### config.mk
export PLATFORM = sky130hd
export DESIGN_NAME = rv32i_ctrl_fsm_flat
export DESIGN_NICKNAME = d
export VERILOG_FILES = /design/src/rtl/rv32i_ctrl_fsm_pkg.sv /design/src/rtl/rv32i_ctrl_fsm_if.sv /design/src/rtl/rv32i_ctrl_fsm_decode.sv /design/src/rtl/rv32i_ctrl_fsm.sv /design/src/flat_wrapper.sv
export SDC_FILE = /design/constraint.sdc
export NUM_CORES = 1
export LEC_CHECK = 0
export BUFFER_PORTS_ARGS = -buffer_cell sky130_fd_sc_hd__buf_2
export CORE_MARGIN = 3
export CORE_UTILIZATION = 46
export CTS_CLUSTER_DIAMETER = 200
export DETAILED_ROUTE_END_ITERATION = 7
export GPL_TIMING_DRIVEN = 0
export PLACE_DENSITY = 0.82
export SYNTH_ARGS = -nofsm -noshare
export SYNTH_HDL_FRONTEND = slang
export SYNTH_SLANG_ARGS = --single-unit
export TNS_END_PERCENT = 20
### constraint.sdc
create_clock -name clk -period 1.9 [get_ports clk]
set_input_delay 0.285 -clock clk [delete_from_list [all_inputs] [get_ports clk]]
set_output_delay 0.285 -clock clk [all_outputs]
set_load 0.01 [all_outputs]
### src/rtl/rv32i_ctrl_fsm_pkg.sv
// rv32i_ctrl_fsm_pkg: shared encodings for the RV32I multi-cycle controller.
package rv32i_ctrl_fsm_pkg;
    localparam logic [6:0] OP_R      = 7'b0110011;
    localparam logic [6:0] OP_I      = 7'b0010011;
    localparam logic [6:0] OP_LOAD   = 7'b0000011;
    localparam logic [6:0] OP_STORE  = 7'b0100011;
    localparam logic [6:0] OP_LUI    = 7'b0110111;
    localparam logic [6:0] OP_AUIPC  = 7'b0010111;
    localparam logic [6:0] OP_JAL    = 7'b1101111;
    localparam logic [6:0] OP_JALR   = 7'b1100111;
    localparam logic [6:0] OP_BRANCH = 7'b1100011;
    localparam logic [6:0] OP_SYSTEM = 7'b1110011;

    typedef enum logic [4:0] {
        ALU_ADD, ALU_SUB, ALU_SLL, ALU_SLT, ALU_SLTU, ALU_XOR,
        ALU_SRL, ALU_SRA, ALU_OR, ALU_AND, ALU_PASSB
    } alu_sel_e;

    typedef enum logic [2:0] {IMM_I, IMM_S, IMM_B, IMM_U, IMM_J} imm_sel_e;

    typedef enum logic [1:0] {WB_MEM, WB_ALU, WB_PC4} wb_sel_e;

    typedef enum logic [2:0] {S_FETCH, S_DECODE, S_EXEC, S_MEM, S_WB, S_TRAP, S_HALT} state_e;

    typedef enum logic [3:0] {
        C_ILL, C_R, C_I, C_LOAD, C_STORE, C_LUI, C_AUIPC, C_JAL, C_JALR, C_BRANCH, C_SYS
    } iclass_e;

    // alt selects SUB/SRA; callers decide when funct7[5] is meaningful
    function automatic alu_sel_e alu_from_f3(input logic [2:0] f3, input logic alt);
        case (f3)
            3'd0:    return alt ? ALU_SUB : ALU_ADD;
            3'd1:    return ALU_SLL;
            3'd2:    return ALU_SLT;
            3'd3:    return ALU_SLTU;
            3'd4:    return ALU_XOR;
            3'd5:    return alt ? ALU_SRA : ALU_SRL;
            3'd6:    return ALU_OR;
            default: return ALU_AND;
        endcase
    endfunction
endpackage

### src/rtl/rv32i_ctrl_fsm_if.sv
// rv32i_ctrl_fsm_if: instruction/flag inputs and datapath control outputs of the controller.
interface rv32i_ctrl_fsm_if #(parameter int CNT_W = 32);
    logic [31:0]      i_instr;
    logic             i_br_eq;
    logic             i_br_lt;
    logic             o_pc_wen;
    logic             o_ir_wen;
    logic             o_pc_sel;
    logic             o_reg_wen;
    logic             o_a_sel;
    logic             o_b_sel;
    logic [4:0]       o_alu_sel;
    logic [2:0]       o_imm_sel;
    logic             o_br_un;
    logic             o_mem_rw;
    logic [1:0]       o_wb_sel;
    logic             o_illegal;
    logic             o_halted;
    logic [CNT_W-1:0] o_retired;

    modport master (
        input  i_instr, i_br_eq, i_br_lt,
        output o_pc_wen, o_ir_wen, o_pc_sel, o_reg_wen, o_a_sel, o_b_sel, o_alu_sel,
               o_imm_sel, o_br_un, o_mem_rw, o_wb_sel, o_illegal, o_halted, o_retired
    );
    modport slave (
        output i_instr, i_br_eq, i_br_lt,
        input  o_pc_wen, o_ir_wen, o_pc_sel, o_reg_wen, o_a_sel, o_b_sel, o_alu_sel,
               o_imm_sel, o_br_un, o_mem_rw, o_wb_sel, o_illegal, o_halted, o_retired
    );
endinterface

### src/rtl/rv32i_ctrl_fsm_decode.sv
// rv32i_ctrl_fsm_decode: combinational instruction classifier and ALU/immediate setup.
module rv32i_ctrl_fsm_decode
    import rv32i_ctrl_fsm_pkg::*;
(
    input  logic [6:0] i_opcode,
    input  logic [2:0] i_funct3,
    input  logic       i_funct7_5,
    output iclass_e    o_class,
    output alu_sel_e   o_alu_sel,
    output imm_sel_e   o_imm_sel,
    output logic       o_br_un
);
    always_comb begin
        o_class = C_ILL;
        case (i_opcode)
            OP_R:      o_class = C_R;
            OP_I:      o_class = C_I;
            OP_LOAD:   o_class = C_LOAD;
            OP_STORE:  o_class = C_STORE;
            OP_LUI:    o_class = C_LUI;
            OP_AUIPC:  o_class = C_AUIPC;
            OP_JAL:    o_class = C_JAL;
            OP_JALR:   o_class = C_JALR;
            OP_BRANCH: o_class = C_BRANCH;
            OP_SYSTEM: o_class = C_SYS;
            default:   o_class = C_ILL;
        endcase
    end

    // immediate forms only honour funct7[5] for SRAI
    always_comb begin
        o_alu_sel = o_class == C_R   ? alu_from_f3(i_funct3, i_funct7_5) :
                    o_class == C_I   ? alu_from_f3(i_funct3, i_funct3 == 3'd5 && i_funct7_5) :
                    o_class == C_LUI ? ALU_PASSB : ALU_ADD;
        o_imm_sel = o_class == C_STORE                      ? IMM_S :
                    o_class == C_BRANCH                     ? IMM_B :
                    o_class inside {C_LUI, C_AUIPC}         ? IMM_U :
                    o_class == C_JAL                        ? IMM_J : IMM_I;
        o_br_un   = o_class == C_BRANCH && i_funct3[1];
    end
endmodule

### src/rtl/rv32i_ctrl_fsm.sv
// rv32i_ctrl_fsm: multi-cycle RV32I control unit stepping one instruction per 3-5 cycles.
module rv32i_ctrl_fsm
    import rv32i_ctrl_fsm_pkg::*;
#(
    parameter int CNT_W         = 32,
    parameter bit HALT_ON_ECALL = 1'b1
) (
    input logic            clk,
    input logic            rst,
    rv32i_ctrl_fsm_if.master bus
);
    state_e           r_state, w_next;
    logic [6:0]       r_opcode;
    logic [4:0]       r_rd;
    logic [2:0]       r_funct3;
    logic             r_funct7_5;
    logic [CNT_W-1:0] r_retired;
    iclass_e          w_class;
    alu_sel_e         w_alu;
    imm_sel_e         w_imm;
    logic             w_br_un, w_setup, w_jump, w_branch, w_taken, w_pc_wen;

    rv32i_ctrl_fsm_decode u_dec (
        .i_opcode(r_opcode), .i_funct3(r_funct3), .i_funct7_5(r_funct7_5),
        .o_class(w_class), .o_alu_sel(w_alu), .o_imm_sel(w_imm), .o_br_un(w_br_un)
    );

    always_ff @(posedge clk) begin
        if (rst) begin
            r_state    <= S_FETCH;
            r_opcode   <= '0;
            r_rd       <= '0;
            r_funct3   <= '0;
            r_funct7_5 <= 1'b0;
            r_retired  <= '0;
        end else begin
            r_state <= w_next;
            if (bus.o_ir_wen) begin
                r_opcode   <= bus.i_instr[6:0];
                r_rd       <= bus.i_instr[11:7];
                r_funct3   <= bus.i_instr[14:12];
                r_funct7_5 <= bus.i_instr[30];
            end
            if (w_pc_wen) r_retired <= r_retired + CNT_W'(1);
        end
    end

    always_comb begin
        w_next   = r_state;
        w_setup  = r_state inside {S_EXEC, S_MEM, S_WB};
        w_jump   = w_class inside {C_JAL, C_JALR};
        w_branch = w_class == C_BRANCH;
        w_taken  = r_funct3[2] ? (bus.i_br_lt ^ r_funct3[0]) : (bus.i_br_eq ^ r_funct3[0]);
        case (r_state)
            S_FETCH:  w_next = S_DECODE;
            S_DECODE: w_next = w_class == C_ILL ? S_TRAP :
                               w_class == C_SYS ? (HALT_ON_ECALL ? S_HALT : S_FETCH) : S_EXEC;
            S_EXEC:   w_next = (w_jump || w_branch) ? S_FETCH :
                               w_class inside {C_LOAD, C_STORE} ? S_MEM : S_WB;
            S_MEM:    w_next = w_class == C_LOAD ? S_WB : S_FETCH;
            S_WB:     w_next = S_FETCH;
            default:  w_next = r_state;
        endcase
        // enables are masked by rst so a mid-instruction reset never commits a write
        w_pc_wen = !rst && ((r_state == S_DECODE && w_class == C_SYS && !HALT_ON_ECALL) ||
                            (r_state == S_EXEC && (w_jump || w_branch)) ||
                            (r_state == S_MEM && w_class == C_STORE) || r_state == S_WB);
    end

    assign bus.o_pc_wen  = w_pc_wen;
    assign bus.o_ir_wen  = r_state == S_FETCH;
    assign bus.o_pc_sel  = r_state == S_EXEC && (w_jump || (w_branch && w_taken));
    assign bus.o_reg_wen = !rst && r_rd != 5'd0 && ((r_state == S_EXEC && w_jump) || r_state == S_WB);
    assign bus.o_mem_rw  = !rst && r_state == S_MEM && w_class == C_STORE;
    assign bus.o_wb_sel  = (r_state == S_EXEC && w_jump)         ? WB_PC4 :
                           (r_state == S_WB && w_class != C_LOAD) ? WB_ALU : WB_MEM;
    assign bus.o_a_sel   = w_setup && w_class inside {C_AUIPC, C_JAL, C_BRANCH};
    assign bus.o_b_sel   = w_setup && w_class != C_R;
    assign bus.o_alu_sel = w_setup ? w_alu : ALU_ADD;
    assign bus.o_imm_sel = w_setup ? w_imm : IMM_I;
    assign bus.o_br_un   = w_setup && w_br_un;
    assign bus.o_illegal = r_state == S_TRAP;
    assign bus.o_halted  = r_state == S_HALT;
    assign bus.o_retired = r_retired;
endmodule

### src/flat_wrapper.sv
// flat-port wrapper written by rule: the top's interface ports become plain ports
module rv32i_ctrl_fsm_flat import rv32i_ctrl_fsm_pkg::*;
#(
    parameter int CNT_W         = 32,
    parameter bit HALT_ON_ECALL = 1'b1
)
  (clk, rst, bus_i_instr, bus_i_br_eq, bus_i_br_lt, bus_o_pc_wen, bus_o_ir_wen, bus_o_pc_sel, bus_o_reg_wen, bus_o_a_sel, bus_o_b_sel, bus_o_alu_sel, bus_o_imm_sel, bus_o_br_un, bus_o_mem_rw, bus_o_wb_sel, bus_o_illegal, bus_o_halted, bus_o_retired);
  rv32i_ctrl_fsm_if #(.CNT_W(CNT_W)) bus_i ();
  input logic clk;
  input logic rst;
  input wire logic [$bits(bus_i.i_instr)-1:0] bus_i_instr;
  input wire logic [$bits(bus_i.i_br_eq)-1:0] bus_i_br_eq;
  input wire logic [$bits(bus_i.i_br_lt)-1:0] bus_i_br_lt;
  output wire logic [$bits(bus_i.o_pc_wen)-1:0] bus_o_pc_wen;
  output wire logic [$bits(bus_i.o_ir_wen)-1:0] bus_o_ir_wen;
  output wire logic [$bits(bus_i.o_pc_sel)-1:0] bus_o_pc_sel;
  output wire logic [$bits(bus_i.o_reg_wen)-1:0] bus_o_reg_wen;
  output wire logic [$bits(bus_i.o_a_sel)-1:0] bus_o_a_sel;
  output wire logic [$bits(bus_i.o_b_sel)-1:0] bus_o_b_sel;
  output wire logic [$bits(bus_i.o_alu_sel)-1:0] bus_o_alu_sel;
  output wire logic [$bits(bus_i.o_imm_sel)-1:0] bus_o_imm_sel;
  output wire logic [$bits(bus_i.o_br_un)-1:0] bus_o_br_un;
  output wire logic [$bits(bus_i.o_mem_rw)-1:0] bus_o_mem_rw;
  output wire logic [$bits(bus_i.o_wb_sel)-1:0] bus_o_wb_sel;
  output wire logic [$bits(bus_i.o_illegal)-1:0] bus_o_illegal;
  output wire logic [$bits(bus_i.o_halted)-1:0] bus_o_halted;
  output wire logic [$bits(bus_i.o_retired)-1:0] bus_o_retired;
  assign bus_i.i_instr = bus_i_instr;
  assign bus_i.i_br_eq = bus_i_br_eq;
  assign bus_i.i_br_lt = bus_i_br_lt;
  assign bus_o_pc_wen = bus_i.o_pc_wen;
  assign bus_o_ir_wen = bus_i.o_ir_wen;
  assign bus_o_pc_sel = bus_i.o_pc_sel;
  assign bus_o_reg_wen = bus_i.o_reg_wen;
  assign bus_o_a_sel = bus_i.o_a_sel;
  assign bus_o_b_sel = bus_i.o_b_sel;
  assign bus_o_alu_sel = bus_i.o_alu_sel;
  assign bus_o_imm_sel = bus_i.o_imm_sel;
  assign bus_o_br_un = bus_i.o_br_un;
  assign bus_o_mem_rw = bus_i.o_mem_rw;
  assign bus_o_wb_sel = bus_i.o_wb_sel;
  assign bus_o_illegal = bus_i.o_illegal;
  assign bus_o_halted = bus_i.o_halted;
  assign bus_o_retired = bus_i.o_retired;
  rv32i_ctrl_fsm #(.CNT_W(CNT_W), .HALT_ON_ECALL(HALT_ON_ECALL)) u_core (.clk(clk), .rst(rst), .bus(bus_i));
endmodule
==> out/results.ini <==
[placed_design]
dp_hpwl_um = 5348
placed_cells = 501
dpl_cell_area_um2 = 3219
gp_routability_congestion = 0.9275
io_buffers = 69

[yosys]
synth_area_um2 = 2759
ys_seq_elements = 51
synth.most_common_cell = nand2_1
syn_inst = 360
synthXorXnorAreaFrac = 0.04762
synth_fp_nets = 397
synth_ff_type = dfxtp_1
synthTopCellsByArea = dfxtp_1 37%, a21oi_1 7.4%, nand2_1 7.1%, xnor2_1 4.4%, nor2_1 4.1%
synth_compound_area_frac = 0.2063
synth_simple_gate_area_frac = 0.2998
synthTopCellsByCount = 52 x nand2_1, 51 x dfxtp_1, 41 x a21oi_1
synth_top_area_cell = dfxtp_1
synth_top_area_share = 0.3701
synth.distinct_cells = 51
synthAdderAreaFrac = 0.004535
synth-edff-count = 0
synth_top_family_by_area = simple AND/OR/NAND/NOR gates
async_flop_share = 0
yosysWarnings = 0
synthMuxAreaShare = 0.01859
synth.avg_cell_area_um2 = 7.664
yosysSeqAreaShare = 0.3701

[global_routing]
grt-ovfl-total = 0
grt_start_max_net_pins = 18
grt.total_usage = 0.2186
antenna_found_initial = 0
grt_pass1_wl_um = 12920
grt_pass1_vias = 2806

[sta]
worst_pin_slew_ns = 0.5077
whs_ns = 0.2012
finalWorstSetupSlack_ns = -0.3060
setup_viol = 43
rsz0062_at_grt = yes
drv_slew = 0
slew_headroom = 0.6616
clock_skew_ns = 0.01087
hold_viol = 0
finalCritPeriodShare = 1.161
fmax_mhz = 453.3
post-route-min-period_ns = 2.206

[cts]
cts_root_buf = clkbuf_8
cts.path.max_buffers = 2
cts_buffers = 5
holdBufCountCts = 0
htree_levels = 2
clock-sinks = 51
cts_tree = built
insertion_delay_ns = 0.31
clkTransAtPathRegs_ns = 0.10

[floorplan]
start_util = 0.4890
dieArea_um2 = 6963
chipHeight_um = 83.45
ios = 88
core_um2 = 5642
die_w_um = 83.45
row_count = 27

[cells_and_area]
fin_cells = 532
diodes = 0
nNetsFinal = 496
n_fill_cell = 444
area_growth_pct = 37.10
drive_gt1_frac = 0.3696
stdcell_area_um2 = 3782

[worst_setup_path]
crit_buf_inv = 1
cp_top_family = compound AO/OA/AOI/OAI gates
slowest_delay_ns = 0.45
path_cells = or2_2, o31a_4, a2111o_1, buf_6, or3_4, a21oi_2
crit_path_end_kind = flop
worstSetupPathType = flop to flop
critPathRequiredTime_ns = 2.15
cp_max_fo = 8
cp-start-kind = flop
cp_slowest_cell = a2111o_1
critical_path_arrival_ns = 2.46

[drt]
wl_um = 8244
drt_iter0_drc = 175
post-route-drc-count = 0
firstDrtPassIters = 4
vias = 3062
via_per_inst = 5.756
ant_nets = 0
wl_per_cell_um = 15.50

[power_and_ir_drop]
power.switching_mw = 0.5985
power.leakage_nw = 1.487
p_comb_frac = 0.145
p_total_mw = 2.171
seqPwrFrac = 0.518
peakVddDrop_v = 0.0003964
p_sw_frac = 0.2757
power_frac_clock = 0.337
p_int_mw = 1.572
powerDensity_nw_per_um2 = 573.9

[run_status]
violations = negative setup slack
status = finished with violations

[job]
maxCapViolCount = 0

[min_path]
hold_path.class = input port to flop

timing repair:
| action | CTS | global route |
|---|---|---|
| cloned | 0 | 2 |
| setup buffers | 16 | 8 |
| pin swaps | 22 | 17 |
| endpoints found under the setup margin | 45 | 49 |
| endpoints found under the hold margin | 0 | 0 |
| gates resized for setup | 46 | 44 |
state kept, by name, indices dropped and copies added (netlist names):
| register | flops |
|---|---|
| u_core.r_state | 3 |
| u_core.r_funct7_5 | 1 |
| u_core.r_funct3 | 3 |
| u_core.bus.o_retired | 32 |
| u_core.r_opcode | 7 |
| u_core.r_rd | 5 |
cells in the final DEF (no fill, tap or decap), types with 3 or more instances in the layout:
cell type / count
or3_1: 14
o21ai_0: 19
buf_6: 8
nor2b_1: 6
dfxtp_4: 8
dfxtp_2: 10
inv_1: 10
nor3b_1: 3
clkbuf_8: 6
nand3_1: 11
nand4_1: 10
dfxtp_1: 33
buf_4: 20
mux2i_1: 4
nor2_1: 27
xnor2_1: 13
a211oi_2: 6
a31oi_1: 3
a2111o_1: 3
a21oi_1: 38
nor3_1: 4
clkbuf_1: 6
a21oi_2: 3
a22oi_1: 3
nand2_1: 50
buf_2: 71
kinds of logic (layout without fill, tap and decap cells):
| kind of cell | after synthesis | after routing |
|---|---|---|
| DFF | 51 | 51 |
| and+or+nand+nor | 162 | 162 |
| AOI/OAI and AO/OA | 92 | 93 |
| other | 1 | 1 |
| buffers and inverters | 33 | 132 |
| adders and majority gates | 1 | 1 |
| xor gates and xnor gates | 15 | 15 |
| muxes | 5 | 5 |
worst reg2reg max path, stage by stage, from the launching register on:
cell and delay (ns):
dfxtp_4 0.38, or2_2 0.32, o31a_4 0.40, a2111o_1 0.45
buf_6 0.16, or3_4 0.32, a21oi_2 0.13
path summary, 6_finish.rpt:
kind	start	endpoint	slack, ns	cells past startpoint
worst max register to register	u_core.r_opcode[6]	u_core.bus.o_retired[23]	-0.31	6
worst min-delay path	bus_i_instr[6]	u_core.r_opcode[6]	0.20	3
worst min register to register	u_core.r_rd[2]	u_core.r_rd[2]	0.46	2
worst max-delay path	u_core.r_opcode[6]	u_core.bus.o_retired[23]	-0.31	6
final cells by class:
type | instances | area [um^2] | share of cell area
buffer | 19 | 130.1 | 0.03440
multi-input combinational | 277 | 1794 | 0.4744
clock buffer | 6 | 93.84 | 0.02481
clock inverter | 2 | 16.27 | 0.004300
tap | 72 | 90.09 | 0.02382
timing repair buffer | 94 | 549.3 | 0.1452
inverter | 11 | 45.04 | 0.01191
sequential | 51 | 1064 | 0.2812
metrics by stage:
| step | setup slack (ns) | utilization | TNS, ns |
|---|---|---|---|
| 2_1_floorplan | -0.09305 | - | -0.9260 |
| 3_3_place_gp | -0.3188 | 0.5706 | -5.471 |
| 3_5_place_dp | -0.3476 | 0.5706 | -6.207 |
| 4_1_cts | -0.2888 | 0.6378 | -5.413 |
| 5_1_grt | -0.3970 | 0.6704 | -9.385 |
| 6_report | -0.3060 | 0.6704 | -6.128 |
routing by layer:
| layer | GRT usage | part of all wire | up-vias |
|---|---|---|---|
| met4 | 0.06579 | 0.020 | 0 |
| met2 | 0.3797 | 0.50 | 127 |
| met3 | 0.04067 | 0.061 | 20 |
| li1 | - | - | 1486 |
| met5 | 0 | 0 | - |
| met1 | 0.2745 | 0.42 | 1429 |
power groups by stage:
stage	logic [mW]	registers, mW	clock network [mW]
global route	0.345	1.13	0.779
finish	0.315	1.13	0.730
CTS	0.285	1.12	0.738
detailed placement	0.252	1.14	0
floorplan	0.179	1.14	0
global placement	0.248	1.14	0
(Power assumes the default switching activity.)
